--- src/rtl/camera_controller_pkg.sv ---
// Shared constants and state encoding for the camera controller and the map renderer.
package camera_controller_pkg;

    localparam int PHY_WIDTH    = 16;
    localparam int CAMERA_WIDTH = 6;

    localparam logic [PHY_WIDTH-1:0]    SCREEN_HEIGHT = 16'd470;
    localparam logic [PHY_WIDTH-1:0]    WALL_WIDTH    = 16'd16;
    localparam logic [CAMERA_WIDTH-1:0] MAX_LEVEL     = {CAMERA_WIDTH{1'b1}};
    localparam logic [CAMERA_WIDTH-1:0] SCROLL_STEP   = 6'd8;
    localparam logic [CAMERA_WIDTH-1:0] OFFSET_START  = {CAMERA_WIDTH{1'b1}};
    localparam logic [CAMERA_WIDTH-1:0] CAM_ZERO      = {CAMERA_WIDTH{1'b0}};
    localparam logic [CAMERA_WIDTH-1:0] CAM_ONE       = {{(CAMERA_WIDTH-1){1'b0}}, 1'b1};

    typedef enum logic [1:0] {
        ST_IDLE   = 2'd0,
        ST_DIVIDE = 2'd1,
        ST_COMMIT = 2'd2,
        ST_SCROLL = 2'd3
    } cam_state_e;

    // One frame of scroll animation; clamps at zero instead of wrapping.
    function automatic logic [CAMERA_WIDTH-1:0] scroll_down(input logic [CAMERA_WIDTH-1:0] off);
        logic [CAMERA_WIDTH-1:0] res;
        if (off > SCROLL_STEP) begin
            res = off - SCROLL_STEP;
        end else begin
            res = CAM_ZERO;
        end
        return res;
    endfunction

endpackage

--- src/rtl/camera_controller_if.sv ---
// Player-position input and camera output bundle between the game logic and the camera controller.
interface camera_controller_if;
    import camera_controller_pkg::*;

    logic                    frame_tick;
    logic                    player_valid;
    logic [PHY_WIDTH-1:0]    player_y;
    logic [CAMERA_WIDTH-1:0] camera_y;
    logic [CAMERA_WIDTH-1:0] camera_offset;
    logic                    level_changed;
    logic                    busy;

    modport master (
        output frame_tick, player_valid, player_y,
        input  camera_y, camera_offset, level_changed, busy
    );

    modport slave (
        input  frame_tick, player_valid, player_y,
        output camera_y, camera_offset, level_changed, busy
    );

endinterface

--- src/rtl/camera_controller_level_divider.sv ---
// Repeated-subtraction divide by SCREEN_HEIGHT with quotient saturating at MAX_LEVEL.
module camera_controller_level_divider
    import camera_controller_pkg::*;
(
    input  logic                    clk,
    input  logic                    rst_n,
    input  logic                    start,
    input  logic [PHY_WIDTH-1:0]    dividend,
    output logic                    done,
    output logic [CAMERA_WIDTH-1:0] quotient
);

    logic [PHY_WIDTH-1:0]    rem_d, rem_q;
    logic [CAMERA_WIDTH-1:0] cnt_d, cnt_q;
    logic                    run_d, run_q;
    logic                    sub_ok_s;

    assign sub_ok_s = (rem_q >= SCREEN_HEIGHT) && (cnt_q < MAX_LEVEL);
    // done is the last running cycle; cnt_q is held afterwards for the commit.
    assign done     = run_q && !sub_ok_s;
    assign quotient = cnt_q;

    // Load on start, then subtract one screen per cycle until done.
    always_comb begin
        rem_d = rem_q;
        cnt_d = cnt_q;
        run_d = run_q;
        if (start) begin
            rem_d = dividend;
            cnt_d = CAM_ZERO;
            run_d = 1'b1;
        end else if (run_q) begin
            if (sub_ok_s) begin
                rem_d = rem_q - SCREEN_HEIGHT;
                cnt_d = cnt_q + CAM_ONE;
            end else begin
                run_d = 1'b0;
            end
        end else begin
            run_d = 1'b0;
        end
    end

    // Divider state registers.
    always_ff @(posedge clk or negedge rst_n) begin
        if (!rst_n) begin
            rem_q <= {PHY_WIDTH{1'b0}};
            cnt_q <= CAM_ZERO;
            run_q <= 1'b0;
        end else begin
            rem_q <= rem_d;
            cnt_q <= cnt_d;
            run_q <= run_d;
        end
    end

endmodule

--- src/rtl/camera_controller.sv ---
// Camera controller: player world Y -> level index plus scroll-offset animation.
// Optional build macro CAMERA_SCROLL_ANIM_EN enables the SCROLL state and offset animation.
module camera_controller
    import camera_controller_pkg::*;
(
    input  logic               clk,
    input  logic               rst_n,
    camera_controller_if.slave cam
);

    cam_state_e              state_d, state_q;
    logic [CAMERA_WIDTH-1:0] camera_y_d, camera_y_q;
    logic                    level_changed_d, level_changed_q;
    logic                    busy_d, busy_q;
    logic                    start_s;
    logic                    div_done_s;
    logic [CAMERA_WIDTH-1:0] quotient_s;
`ifdef CAMERA_SCROLL_ANIM_EN
    logic [CAMERA_WIDTH-1:0] camera_offset_d, camera_offset_q;
`endif

    camera_controller_level_divider u_level_divider (
        .clk      (clk),
        .rst_n    (rst_n),
        .start    (start_s),
        .dividend (cam.player_y),
        .done     (div_done_s),
        .quotient (quotient_s)
    );

    // Next state, level commit and per-frame scroll animation.
    always_comb begin
        state_d         = state_q;
        camera_y_d      = camera_y_q;
        level_changed_d = 1'b0;
        start_s         = 1'b0;
`ifdef CAMERA_SCROLL_ANIM_EN
        camera_offset_d = camera_offset_q;
`endif
        case (state_q)
            ST_IDLE: begin
                if (cam.frame_tick && cam.player_valid) begin
                    start_s = 1'b1;
                    state_d = ST_DIVIDE;
                end else begin
                    state_d = ST_IDLE;
                end
            end
            ST_DIVIDE: begin
                if (div_done_s) begin
                    state_d = ST_COMMIT;
                end else begin
                    state_d = ST_DIVIDE;
                end
            end
            ST_COMMIT: begin
                if (quotient_s == camera_y_q) begin
                    state_d = ST_IDLE;
                end else begin
                    camera_y_d      = quotient_s;
                    level_changed_d = 1'b1;
`ifdef CAMERA_SCROLL_ANIM_EN
                    camera_offset_d = OFFSET_START;
                    state_d         = ST_SCROLL;
`else
                    state_d         = ST_IDLE;
`endif
                end
            end
`ifdef CAMERA_SCROLL_ANIM_EN
            ST_SCROLL: begin
                // Ticks here only animate; they never launch a new divide.
                if (camera_offset_q == CAM_ZERO) begin
                    state_d = ST_IDLE;
                end else if (cam.frame_tick) begin
                    camera_offset_d = scroll_down(camera_offset_q);
                end else begin
                    state_d = ST_SCROLL;
                end
            end
`endif
            default: begin
                state_d = ST_IDLE;
            end
        endcase
        busy_d = (state_d != ST_IDLE);
    end

    // Controller state and output registers.
    always_ff @(posedge clk or negedge rst_n) begin
        if (!rst_n) begin
            state_q         <= ST_IDLE;
            camera_y_q      <= CAM_ZERO;
            level_changed_q <= 1'b0;
            busy_q          <= 1'b0;
        end else begin
            state_q         <= state_d;
            camera_y_q      <= camera_y_d;
            level_changed_q <= level_changed_d;
            busy_q          <= busy_d;
        end
    end

`ifdef CAMERA_SCROLL_ANIM_EN
    // Scroll offset register.
    always_ff @(posedge clk or negedge rst_n) begin
        if (!rst_n) begin
            camera_offset_q <= CAM_ZERO;
        end else begin
            camera_offset_q <= camera_offset_d;
        end
    end

    assign cam.camera_offset = camera_offset_q;
`else
    assign cam.camera_offset = CAM_ZERO;
`endif

    assign cam.camera_y      = camera_y_q;
    assign cam.level_changed = level_changed_q;
    assign cam.busy          = busy_q;

endmodule

--- src/flat_wrapper.sv ---
// flat-port wrapper written by rule: the top's interface ports become plain ports
module camera_controller_flat import camera_controller_pkg::*;
  (clk, rst_n, cam_frame_tick, cam_player_valid, cam_player_y, cam_camera_y, cam_camera_offset, cam_level_changed, cam_busy);
  camera_controller_if cam_i ();
  input  logic clk;
  input  logic rst_n;
  input wire logic [$bits(cam_i.frame_tick)-1:0] cam_frame_tick;
  input wire logic [$bits(cam_i.player_valid)-1:0] cam_player_valid;
  input wire logic [$bits(cam_i.player_y)-1:0] cam_player_y;
  output wire logic [$bits(cam_i.camera_y)-1:0] cam_camera_y;
  output wire logic [$bits(cam_i.camera_offset)-1:0] cam_camera_offset;
  output wire logic [$bits(cam_i.level_changed)-1:0] cam_level_changed;
  output wire logic [$bits(cam_i.busy)-1:0] cam_busy;
  assign cam_i.frame_tick = cam_frame_tick;
  assign cam_i.player_valid = cam_player_valid;
  assign cam_i.player_y = cam_player_y;
  assign cam_camera_y = cam_i.camera_y;
  assign cam_camera_offset = cam_i.camera_offset;
  assign cam_level_changed = cam_i.level_changed;
  assign cam_busy = cam_i.busy;
  camera_controller u_core (.clk(clk), .rst_n(rst_n), .cam(cam_i));
endmodule
--- config.mk ---
export PLATFORM = sky130hd
export DESIGN_NAME = camera_controller_flat
export DESIGN_NICKNAME = d
export VERILOG_FILES = /design/src/rtl/camera_controller_pkg.sv /design/src/rtl/camera_controller_if.sv /design/src/rtl/camera_controller_level_divider.sv /design/src/rtl/camera_controller.sv /design/src/flat_wrapper.sv
export SDC_FILE = /design/constraint.sdc
export NUM_CORES = 1
export LEC_CHECK = 0
export CORE_MARGIN = 2
export CORE_UTILIZATION = 56
export CTS_CLUSTER_DIAMETER = 150
export DETAILED_ROUTE_END_ITERATION = 6
export PLACE_DENSITY = 0.87
export SETUP_SLACK_MARGIN = 0.2
export SYNTH_ARGS = -nofsm -noshare
export SYNTH_HDL_FRONTEND = slang
export SYNTH_SLANG_ARGS = --single-unit
--- constraint.sdc ---
create_clock -name clk -period 4.7 [get_ports clk]
set_clock_uncertainty 0.1 [all_clocks]
set_input_delay 0.705 -clock clk [delete_from_list [all_inputs] [get_ports clk]]
set_output_delay 0.705 -clock clk [all_outputs]
set_load 0.01 [all_outputs]
==> flow_summary.json, run 1 <==
{
  "sw_frac_of_total_pct": 41.8,
  "cts_hold_buf": 0,
  "synth_seq_cells": 32,
  "drt_first_iter_violations": 76,
  "root_buffer": "clkbuf_4",
  "numPortBuffers": 26,
  "synthCells": 179,
  "yosysUniqueCellTypes": 41,
  "max_freq_mhz": 426,
  "async_flop_share_pct": 100,
  "hold_violations": 0,
  "period_share_pct": 49.9,
  "antenna_cells": 0,
  "drive_gt1_share_pct": 11.7,
  "grtUsageTotal_pct": 22.9,
  "worst_ir_drop_vdd_mv": 0.312,
  "grt_max_degree": 33,
  "vias": 1404,
  "crit_slowest_cell": "nor3_4",
  "wl_per_cell_um": 15.0,
  "tightest_slew_ns": 0.941,
  "cts_buffers": 5,
  "routed_wl_um": 3740,
  "tns_ns": 0,
  "viasPerCell": 5.64,
  "dpl.hpwl_um": 2580,
  "die_h_um": 60.9,
  "finalSetupViolations": 0,
  "syn_area_per_cell_um2": 10.1,
  "core_area_um2": 3080,
  "ant_nets": 0,
  "layout_commonest_cell": "dfrtp_1",
  "crit_arrival_ns": 2.50,
  "ctsResizeCount": 0,
  "clock_path_buffers": 2,
  "end_kind": "flop",
  "syn-cell-area_um2": 1820,
  "hp-class": "flop to flop",
  "grt_first_pass_wirelength_um": 6190,
  "grt_setup_unrepaired": "false",
  "design_area_um2": 2120,
  "min_period_ns": 2.34,
  "drv_slew": 0,
  "critical_path_class": "flop to flop",
  "cp_max_fo": 13,
  "path_cells": "or3_1, nor3_4, a21oi_4, and3_1, o21a_1",
  "rows": 20,
  "grt_overflow": 0,
  "synth_edf_count": 0,
  "power_w": 0.00120,
  "grt_antenna_before_repair": 0,
  "cp_num_buf_inv": 0,
  "critical-path-top-delay-family": "simple AND/OR/NAND/NOR gates",
  "relSlewSlack_pct": 37.3,
  "p_leak_nw": 0.833,
  "layout_common_cells": "dfrtp_1, clkdlybuf4s50_1, nand2_1",
  "pin_count": 34,
  "cts_tree": "built",
  "syn2layout_area_growth_pct": 17.0,
  "clk_latency_ns": 0.35,
  "clk_pin_slew_ns": 0.12,
  "cts_setup_buffers": 0,
  "dieWidth_um": 60.9,
  "p_int_w": 0.000695,
  "worst_path_largest_cell_delay_ns": 0.62,
  "ys.warnings.count": 0,
  "clkPwrFrac_pct": 13.7,
  "drc_errors": 0,
  "ys.flop_type": "dfrtp_1",
  "status": "finished clean",
  "gp_congestion": 0.809,
  "max_cap_violations": 0,
  "p_seq_share_pct": 42.5,
  "dr.pass1.iters": 4,
  "start_util_pct": 59.0,
  "htree_levels": 2,
  "combPwrFrac_pct": 43.8,
  "synth-seq-area-share_pct": 44.1,
  "start_kind": "flop",
  "crit_required_ns": 4.86,
  "switchingPower_w": 0.000500,
  "grt_pass1_vias": 1351,
  "dieArea_um2": 3710,
  "powerDensity_nw_per_um2": 563,
  "final_nets": 226,
  "cts.sinks": 32,
  "post_dp_cell_area_um2": 2070
}
[final timing paths]
path	from	endpoint	slack (ns)	cells past startpoint
max	u_core.u_level_divider.rem_q[10]$_DFFE_PN0P_	u_core.u_level_divider.quotient[5]$_DFFE_PN0P_	2.36	5
min	u_core.cam.camera_y[5]$_DFFE_PN0P_	u_core.cam.camera_y[5]$_DFFE_PN0P_	0.44	2
max reg2reg	u_core.u_level_divider.rem_q[10]$_DFFE_PN0P_	u_core.u_level_divider.quotient[5]$_DFFE_PN0P_	2.36	5
min reg2reg	u_core.cam.camera_y[5]$_DFFE_PN0P_	u_core.cam.camera_y[5]$_DFFE_PN0P_	0.44	2
max in group asynchronous	rst_n	u_core.u_level_divider.rem_q[7]$_DFFE_PN0P_	3.55	2
min in group asynchronous	rst_n	u_core.cam.camera_y[5]$_DFFE_PN0P_	0.63	2
[per-stage QoR]
step | setup WS, ns | instances | hold slack [ns] | util [%]
finish | 2.36 | 249 | 0.443 | 69.0
global route | 2.25 | 249 | 0.489 | 69.0
detailed placement | 2.11 | 241 | 0.422 | 67.2
CTS | 2.38 | 249 | 0.452 | 69.0
floorplan | 2.77 | 184 | 0.309 | -
global placement | 2.19 | 241 | 0.410 | 67.2
[cells by family (layout without fill, tap and decap cells)]
group | count (synthesis) | in the layout | share of synthesized area (%)
compound gates | 43 | 43 | 18.0
flops | 32 | 32 | 44.1
other cells | 1 | 6 | 0.207
buf+inv | 15 | 36 | 5.17
mux | 10 | 10 | 5.86
fa+ha+maj | 2 | 2 | 1.38
simple gates | 56 | 56 | 15.6
xor+xnor | 20 | 20 | 9.65
[worst min-delay path, cell delays in order, from the launching register on]
cell and delay [ns]:
dfrtp_1 0.40, nand2_1 0.05, o21ai_0 0.06
[power by group through the flow]
stage / logic (W) / clock network, W / registers (W)
after floorplan: 0.000426 / 0 / 0.000481
after global placement: 0.000486 / 0 / 0.000497
after detailed placement: 0.000526 / 0 / 0.000507
after CTS: 0.000526 / 0.000166 / 0.000506
after global routing: 0.000593 / 0.000174 / 0.000522
final: 0.000523 / 0.000164 / 0.000508
[synthesized netlist by cell type, types with 2 or more instances]
library cell	instances	area, um2
o21a_1	3	22.5
mux2_2	5	56.3
nand3_1	5	25.0
nand2b_1	2	12.5
buf_6	2	22.5
and3_1	2	12.5
nor2_1	13	48.8
a211oi_1	7	52.6
xor2_1	4	35.0
o2111a_1	2	22.5
xnor2_1	16	140
a21oi_1	6	30.0
and2_1	3	18.8
nand2_1	17	63.8
nor3_1	2	10.0
buf_4	6	45.0
nor4_1	4	25.0
clkbuf_1	6	22.5
mux2i_1	5	50.1
dfrtp_1	32	801
o21ai_1	6	30.0
o211ai_1	2	15.0
ha_1	2	25.0
o21ai_0	8	40.0
or3_1	3	18.8
[per-layer routing]
metal	global-route usage, %	wire length, um	vias to the layer above
li1	-	-	667
met1	29.4	1500	668
met2	37.9	1910	57
met3	5.12	246	12
met4	8.70	74	0
met5	0	0	-
[state kept, by name, summed over array words and instances, names as in the netlist]
signal                           count
u_core.u_level_divider.quotient      6
u_core.cam.level_changed             1
u_core.cam.camera_y                  6
u_core.u_level_divider.rem_q        15
u_core.state_q                       2
u_core.cam.busy                      1
u_core.u_level_divider.run_q         1
[final cells by class]
class                           instances  area, um2
Clock buffer                            5       37.5
Tap cell                               44       55.1
Inverter                                1       3.75
Multi-Input combinational cell        137        940
Fill cell                             245        955
Timing Repair Buffer                   27        268
Sequential cell                        32        801
Clock inverter                          3       18.8
No activity file was read; power rests on OpenSTA's default activity.
==> run 2: changes to the inputs <==
--- a/config.mk
+++ b/config.mk
@@ -6,10 +6,10 @@
 export NUM_CORES = 1
 export LEC_CHECK = 0
 export CORE_MARGIN = 2
-export CORE_UTILIZATION = 56
+export CORE_UTILIZATION = 52
 export CTS_CLUSTER_DIAMETER = 150
 export DETAILED_ROUTE_END_ITERATION = 6
-export PLACE_DENSITY = 0.87
+export PLACE_DENSITY = 0.82
 export SETUP_SLACK_MARGIN = 0.2
 export SYNTH_ARGS = -nofsm -noshare
 export SYNTH_HDL_FRONTEND = slang
==> constraint.sdc (replaced) <==
create_clock -name clk -period 2.45 [get_ports clk]
set_clock_uncertainty 0.1 [all_clocks]
set_input_delay 0.3675 -clock clk [delete_from_list [all_inputs] [get_ports clk]]
set_output_delay 0.3675 -clock clk [all_outputs]
set_load 0.01 [all_outputs]
==> run 2 against run 1 <==
  * Sequential power up 91%
  * Combinational power up 99%
  * Critical endpoint is now u_core.u_level_divider.rem_q[11]$_DFFE_PN0P_
  * Clock-buffer cell count up 1
  * Die area up 7.2%
  * Final cell count up 4.0%
  * First-iteration DRC count down 41%
  * Clock power up 150%
  * Largest cell class unchanged
  * Worst hold slack worse by 0.14 ns
  * Core utilization down 2.7 points
  * Fmax up 14%
  * Register-to-register slack worse by 2.0 ns
==> flow_summary.json, run 2 (synthesis results as in run 1) <==
{
  "htree_levels": 2,
  "worst_path_largest_cell_delay_ns": 0.45,
  "cts_buffers": 5,
  "grtUsageTotal_pct": 20.4,
  "hp-class": "input port to async pin",
  "period_share_pct": 83.9,
  "dpl.hpwl_um": 2500,
  "syn2layout_area_growth_pct": 21.9,
  "critical_path_class": "flop to flop",
  "design_area_um2": 2210,
  "antenna_cells": 0,
  "met1_usage_pct": 24.2,
  "cp_num_buf_inv": 2,
  "core_area_um2": 3340,
  "tns_ns": 0,
  "clk_pin_slew_ns": 0.11,
  "globalRouteMet2Util_pct": 34.6,
  "rows": 21,
  "grt_overflow": 0,
  "die_h_um": 63.1,
  "end_kind": "flop",
  "grt.busiest_layer": "met2",
  "vias": 1416,
  "gp_congestion": 0.843,
  "clk_latency_ns": 0.35,
  "routed_wl_um": 3710,
  "met3_usage_pct": 5.71,
  "grt_setup_unrepaired": "false",
  "cp_max_fo": 10,
  "r2r_start": "u_core.u_level_divider.quotient[1]$_DFFE_PN0P_",
  "max_cap_violations": 0,
  "pin_count": 34,
  "dieWidth_um": 63.1,
  "post_dp_cell_area_um2": 2100,
  "layout_common_cells": "dfrtp_1, clkdlybuf4s50_1, nand2_1",
  "powerDensity_nw_per_um2": 1090,
  "start_kind": "flop",
  "clock_path_buffers": 2,
  "r2r_cells": 8,
  "root_buffer": "clkbuf_4",
  "wl_per_cell_um": 14.3,
  "final_nets": 234,
  "layout_commonest_cell": "dfrtp_1",
  "dieArea_um2": 3980,
  "crit_slowest_cell": "dfrtp_1",
  "ant_nets": 0,
  "cts_tree": "built",
  "dr.pass1.iters": 5,
  "critical-path-top-delay-family": "flip-flops",
  "crit_required_ns": 2.58,
  "drv_slew": 0,
  "status": "finished clean",
  "power_w": 0.00242,
  "max_freq_mhz": 487,
  "min_period_ns": 2.05,
  "viasPerCell": 5.47,
  "reg2reg_to": "u_core.u_level_divider.rem_q[11]$_DFFE_PN0P_",
  "regToRegSetupSlack_ns": 0.40,
  "largest_register_ffs": 15,
  "drive_gt1_share_pct": 14.6,
  "hold_violations": 0,
  "drc_errors": 0,
  "top_register": "u_core.u_level_divider.rem_q",
  "start_util_pct": 54.4,
  "cts_hold_buf": 0,
  "path_cells": "ha_1, nand3_1, o21ai_4, buf_4, a211oi_4, buf_4, mux2i_1, nand3_1",
  "finalSetupViolations": 0,
  "grt_first_pass_wirelength_um": 6290,
  "cts.sinks": 32,
  "grt_pass1_vias": 1374,
  "grt_max_degree": 33,
  "grt_antenna_before_repair": 0,
  "p_leak_nw": 0.881,
  "drt_first_iter_violations": 45,
  "numPortBuffers": 26,
  "worst_ir_drop_vdd_mv": 0.519,
  "crit_arrival_ns": 2.19
}
-- run 2: layout make-up --
class,count,area (um2)
Fill cell,281,1120
Clock inverter,2,35.0
Multi-Input combinational cell,137,947
Tap cell,46,57.6
Sequential cell,32,801
Clock buffer,6,41.3
Inverter,1,3.75
Timing Repair Buffer,35,328
-- run 2: worst max path at each step --
stage,cells past startpoint,slack (ns),from,end
4_1_cts,6,0.23,u_core.u_level_divider.rem_q[10]$_DFFE_PN0P_,u_core.u_level_divider.rem_q[11]$_DFFE_PN0P_
6_report,8,0.40,u_core.u_level_divider.quotient[1]$_DFFE_PN0P_,u_core.u_level_divider.rem_q[11]$_DFFE_PN0P_
5_1_grt,8,0.20,u_core.u_level_divider.quotient[1]$_DFFE_PN0P_,u_core.u_level_divider.rem_q[11]$_DFFE_PN0P_
3_3_place_gp,6,0.33,u_core.u_level_divider.rem_q[10]$_DFFE_PN0P_,u_core.u_level_divider.rem_q[9]$_DFFE_PN0P_
3_5_place_dp,6,0.25,u_core.u_level_divider.rem_q[10]$_DFFE_PN0P_,u_core.u_level_divider.rem_q[11]$_DFFE_PN0P_
2_1_floorplan,7,0.52,u_core.u_level_divider.quotient[0]$_DFFE_PN0P_,u_core.u_level_divider.rem_q[8]$_DFFE_PN0P_
-- run 2: per-layer routing --
metal,part of all wire (%),vias to the layer above
met2,51,33
met5,0,-
met4,1.8,0
li1,-,685
met1,42,691
met3,5.0,7
-- run 2: report_power, final --
| group | internal (W) | leakage [nW] | total, W | switching (W) |
|---|---|---|---|---|
| Combinational | 0.000534 | 0.480 | 0.00104 | 0.000511 |
| Sequential | 0.000727 | 0.359 | 0.000969 | 0.000241 |
| Clock | 0.000214 | 0.0422 | 0.000409 | 0.000195 |
-- run 2: stage by stage --
stage	util [%]	hold slack (ns)	std cells	setup slack, ns
after global routing	66.3	0.355	259	0.196
after detailed placement	62.9	0.437	247	0.251
after floorplan	-	-0.0281	184	0.519
after CTS	65.2	0.316	255	0.230
final	66.3	0.302	259	0.396
after global placement	62.9	0.412	247	0.327
-- run 2: repair_timing --
action | CTS | global route
buffers inserted | 0 | 4
gates resized for setup | 0 | 1
endpoints found under the setup margin | 0 | 4
hold endpoints to repair | 0 | 0
==> run 3: changes to the inputs <==
==> constraint.sdc (replaced) <==
create_clock -name clk -period 2 [get_ports clk]
set_clock_uncertainty 0.1 [all_clocks]
set_input_delay 0.3 -clock clk [delete_from_list [all_inputs] [get_ports clk]]
set_output_delay 0.3 -clock clk [all_outputs]
set_load 0.01 [all_outputs]
==> run 3 against run 2 <==
  * Via count up 12%
  * Combinational power up 74%
  * Core utilization up 9.6 points
  * Critical path type unchanged
==> flow_summary.json, run 3 (synthesis results as in run 1) <==
{
  "p_leak_nw": 0.997,
  "die_h_um": 63.1,
  "top_register": "u_core.u_level_divider.rem_q",
  "place_ws_ns": 0.0643,
  "ant_nets": 0,
  "critical_path_class": "flop to flop",
  "viasPerCell": 5.70,
  "crit_slowest_cell": "dfrtp_1",
  "grt_max_degree": 33,
  "start_util_pct": 54.4,
  "period_share_pct": 97.0,
  "dieArea_um2": 3980,
  "drc_errors": 0,
  "multi_input_area_um2": 1100,
  "status": "finished clean",
  "grt_overflow": 0,
  "clk_latency_ns": 0.34,
  "crit_required_ns": 2.13,
  "largest_register_ffs": 15,
  "drive_gt1_share_pct": 29.0,
  "wl_per_cell_um": 16.0,
  "min_period_ns": 1.94,
  "end_kind": "flop",
  "powerDensity_nw_per_um2": 1350,
  "vias": 1580,
  "layout_common_cells": "dfrtp_1, clkdlybuf4s50_1, buf_4",
  "post_dp_cell_area_um2": 2160,
  "post_layout_nonfiller_instances": 277,
  "cts_tree": "built",
  "grt_antenna_before_repair": 0,
  "hold_violations": 0,
  "hp-class": "input port to async pin",
  "dr.pass1.iters": 4,
  "cp_max_fo": 4,
  "grtUsageTotal_pct": 22.0,
  "dpl.hpwl_um": 2710,
  "clock_path_buffers": 2,
  "drv_slew": 0,
  "nFillCells": 233,
  "max_cap_violations": 0,
  "syn2layout_area_growth_pct": 39.6,
  "grt_pass1_vias": 1537,
  "path_cells": "ha_2, o21a_1, o2111a_1, a211oi_4, mux2i_1, nand3_1",
  "routed_wl_um": 4430,
  "rows": 21,
  "worst_path_largest_cell_delay_ns": 0.44,
  "dieWidth_um": 63.1,
  "regArea_um2": 801,
  "pin_count": 34,
  "layout_commonest_cell": "dfrtp_1",
  "critical-path-top-delay-family": "compound AO/OA/AOI/OAI gates",
  "drt_first_iter_violations": 72,
  "numPortBuffers": 26,
  "start_kind": "flop",
  "layout_setup_ws_ns": 0.0604,
  "cts_buffers": 5,
  "regToRegSetupSlack_ns": 0.06,
  "grt_first_pass_wirelength_um": 6780,
  "max_freq_mhz": 516,
  "worst_ir_drop_vdd_mv": 0.812,
  "grt_setup_unrepaired": "true",
  "antenna_cells": 0,
  "root_buffer": "clkbuf_4",
  "htree_levels": 2,
  "final_nets": 253,
  "core_area_um2": 3340,
  "finalSetupViolations": 0,
  "cts.sinks": 32,
  "design_area_um2": 2530,
  "clk_pin_slew_ns": 0.10,
  "cp_num_buf_inv": 0,
  "fin_util_pct": 75.9,
  "dp.cells": 253,
  "gp_congestion": 0.809,
  "crit_arrival_ns": 2.07,
  "cts_hold_buf": 0
}
[run 3: final timing paths]
kind	startpoint	endpoint	cells after the start
min	rst_n	u_core.cam.camera_y[0]$_DFFE_PN0P_	2
max in group asynchronous	rst_n	u_core.u_level_divider.rem_q[5]$_DFFE_PN0P_	2
max reg2reg	u_core.u_level_divider.rem_q[1]$_DFFE_PN0P_	u_core.u_level_divider.rem_q[11]$_DFFE_PN0P_	6
max	u_core.u_level_divider.rem_q[1]$_DFFE_PN0P_	u_core.u_level_divider.rem_q[11]$_DFFE_PN0P_	6
min reg2reg	u_core.cam.camera_y[5]$_DFFE_PN0P_	u_core.cam.camera_y[5]$_DFFE_PN0P_	2
min in group clk	cam_player_y[10]	u_core.u_level_divider.rem_q[10]$_DFFE_PN0P_	3
[run 3: power by group]
part | switching (W) | internal, W
clock | 0.000216 | 0.000199
combinational | 0.000860 | 0.000951
sequential | 0.000296 | 0.000891
total | 0.00137 | 0.00204
[run 3: layer usage]
metal	track usage (%)	vias to the layer above	share of wire, %
li1	-	722	-
met1	24.6	790	39
met2	39.1	60	54
met3	6.61	8	5.1
met4	8.61	0	2.2
met5	0	-	0
[run 3: final cells by class]
| type | count | share of cell area [%] |
|---|---|---|
| multi-input combinational | 137 | 43.3 |
| sequential | 32 | 31.6 |
| timing repair buffer | 54 | 20.1 |
| clock buffer | 7 | 2.57 |
| tap | 46 | 2.27 |
| inverter | 1 | 0.148 |
[run 3: per-stage QoR]
stage	total power (W)	setup TNS, ns	hold WS, ns
floorplan	0.00215	0	-0.0956
global placement	0.00240	0	0.409
detailed placement	0.00250	0	0.435
CTS	0.00315	0	0.259
global route	0.00364	-0.0326	0.265
finish	0.00341	0	0.251
[run 3: repair_timing]
action / in CTS / in global routing
gates cloned: 1 / 0
buffers inserted: 9 / 7
pin swaps: 10 / 10
endpoints found under the setup margin: 23 / 23
gates resized for setup: 10 / 21
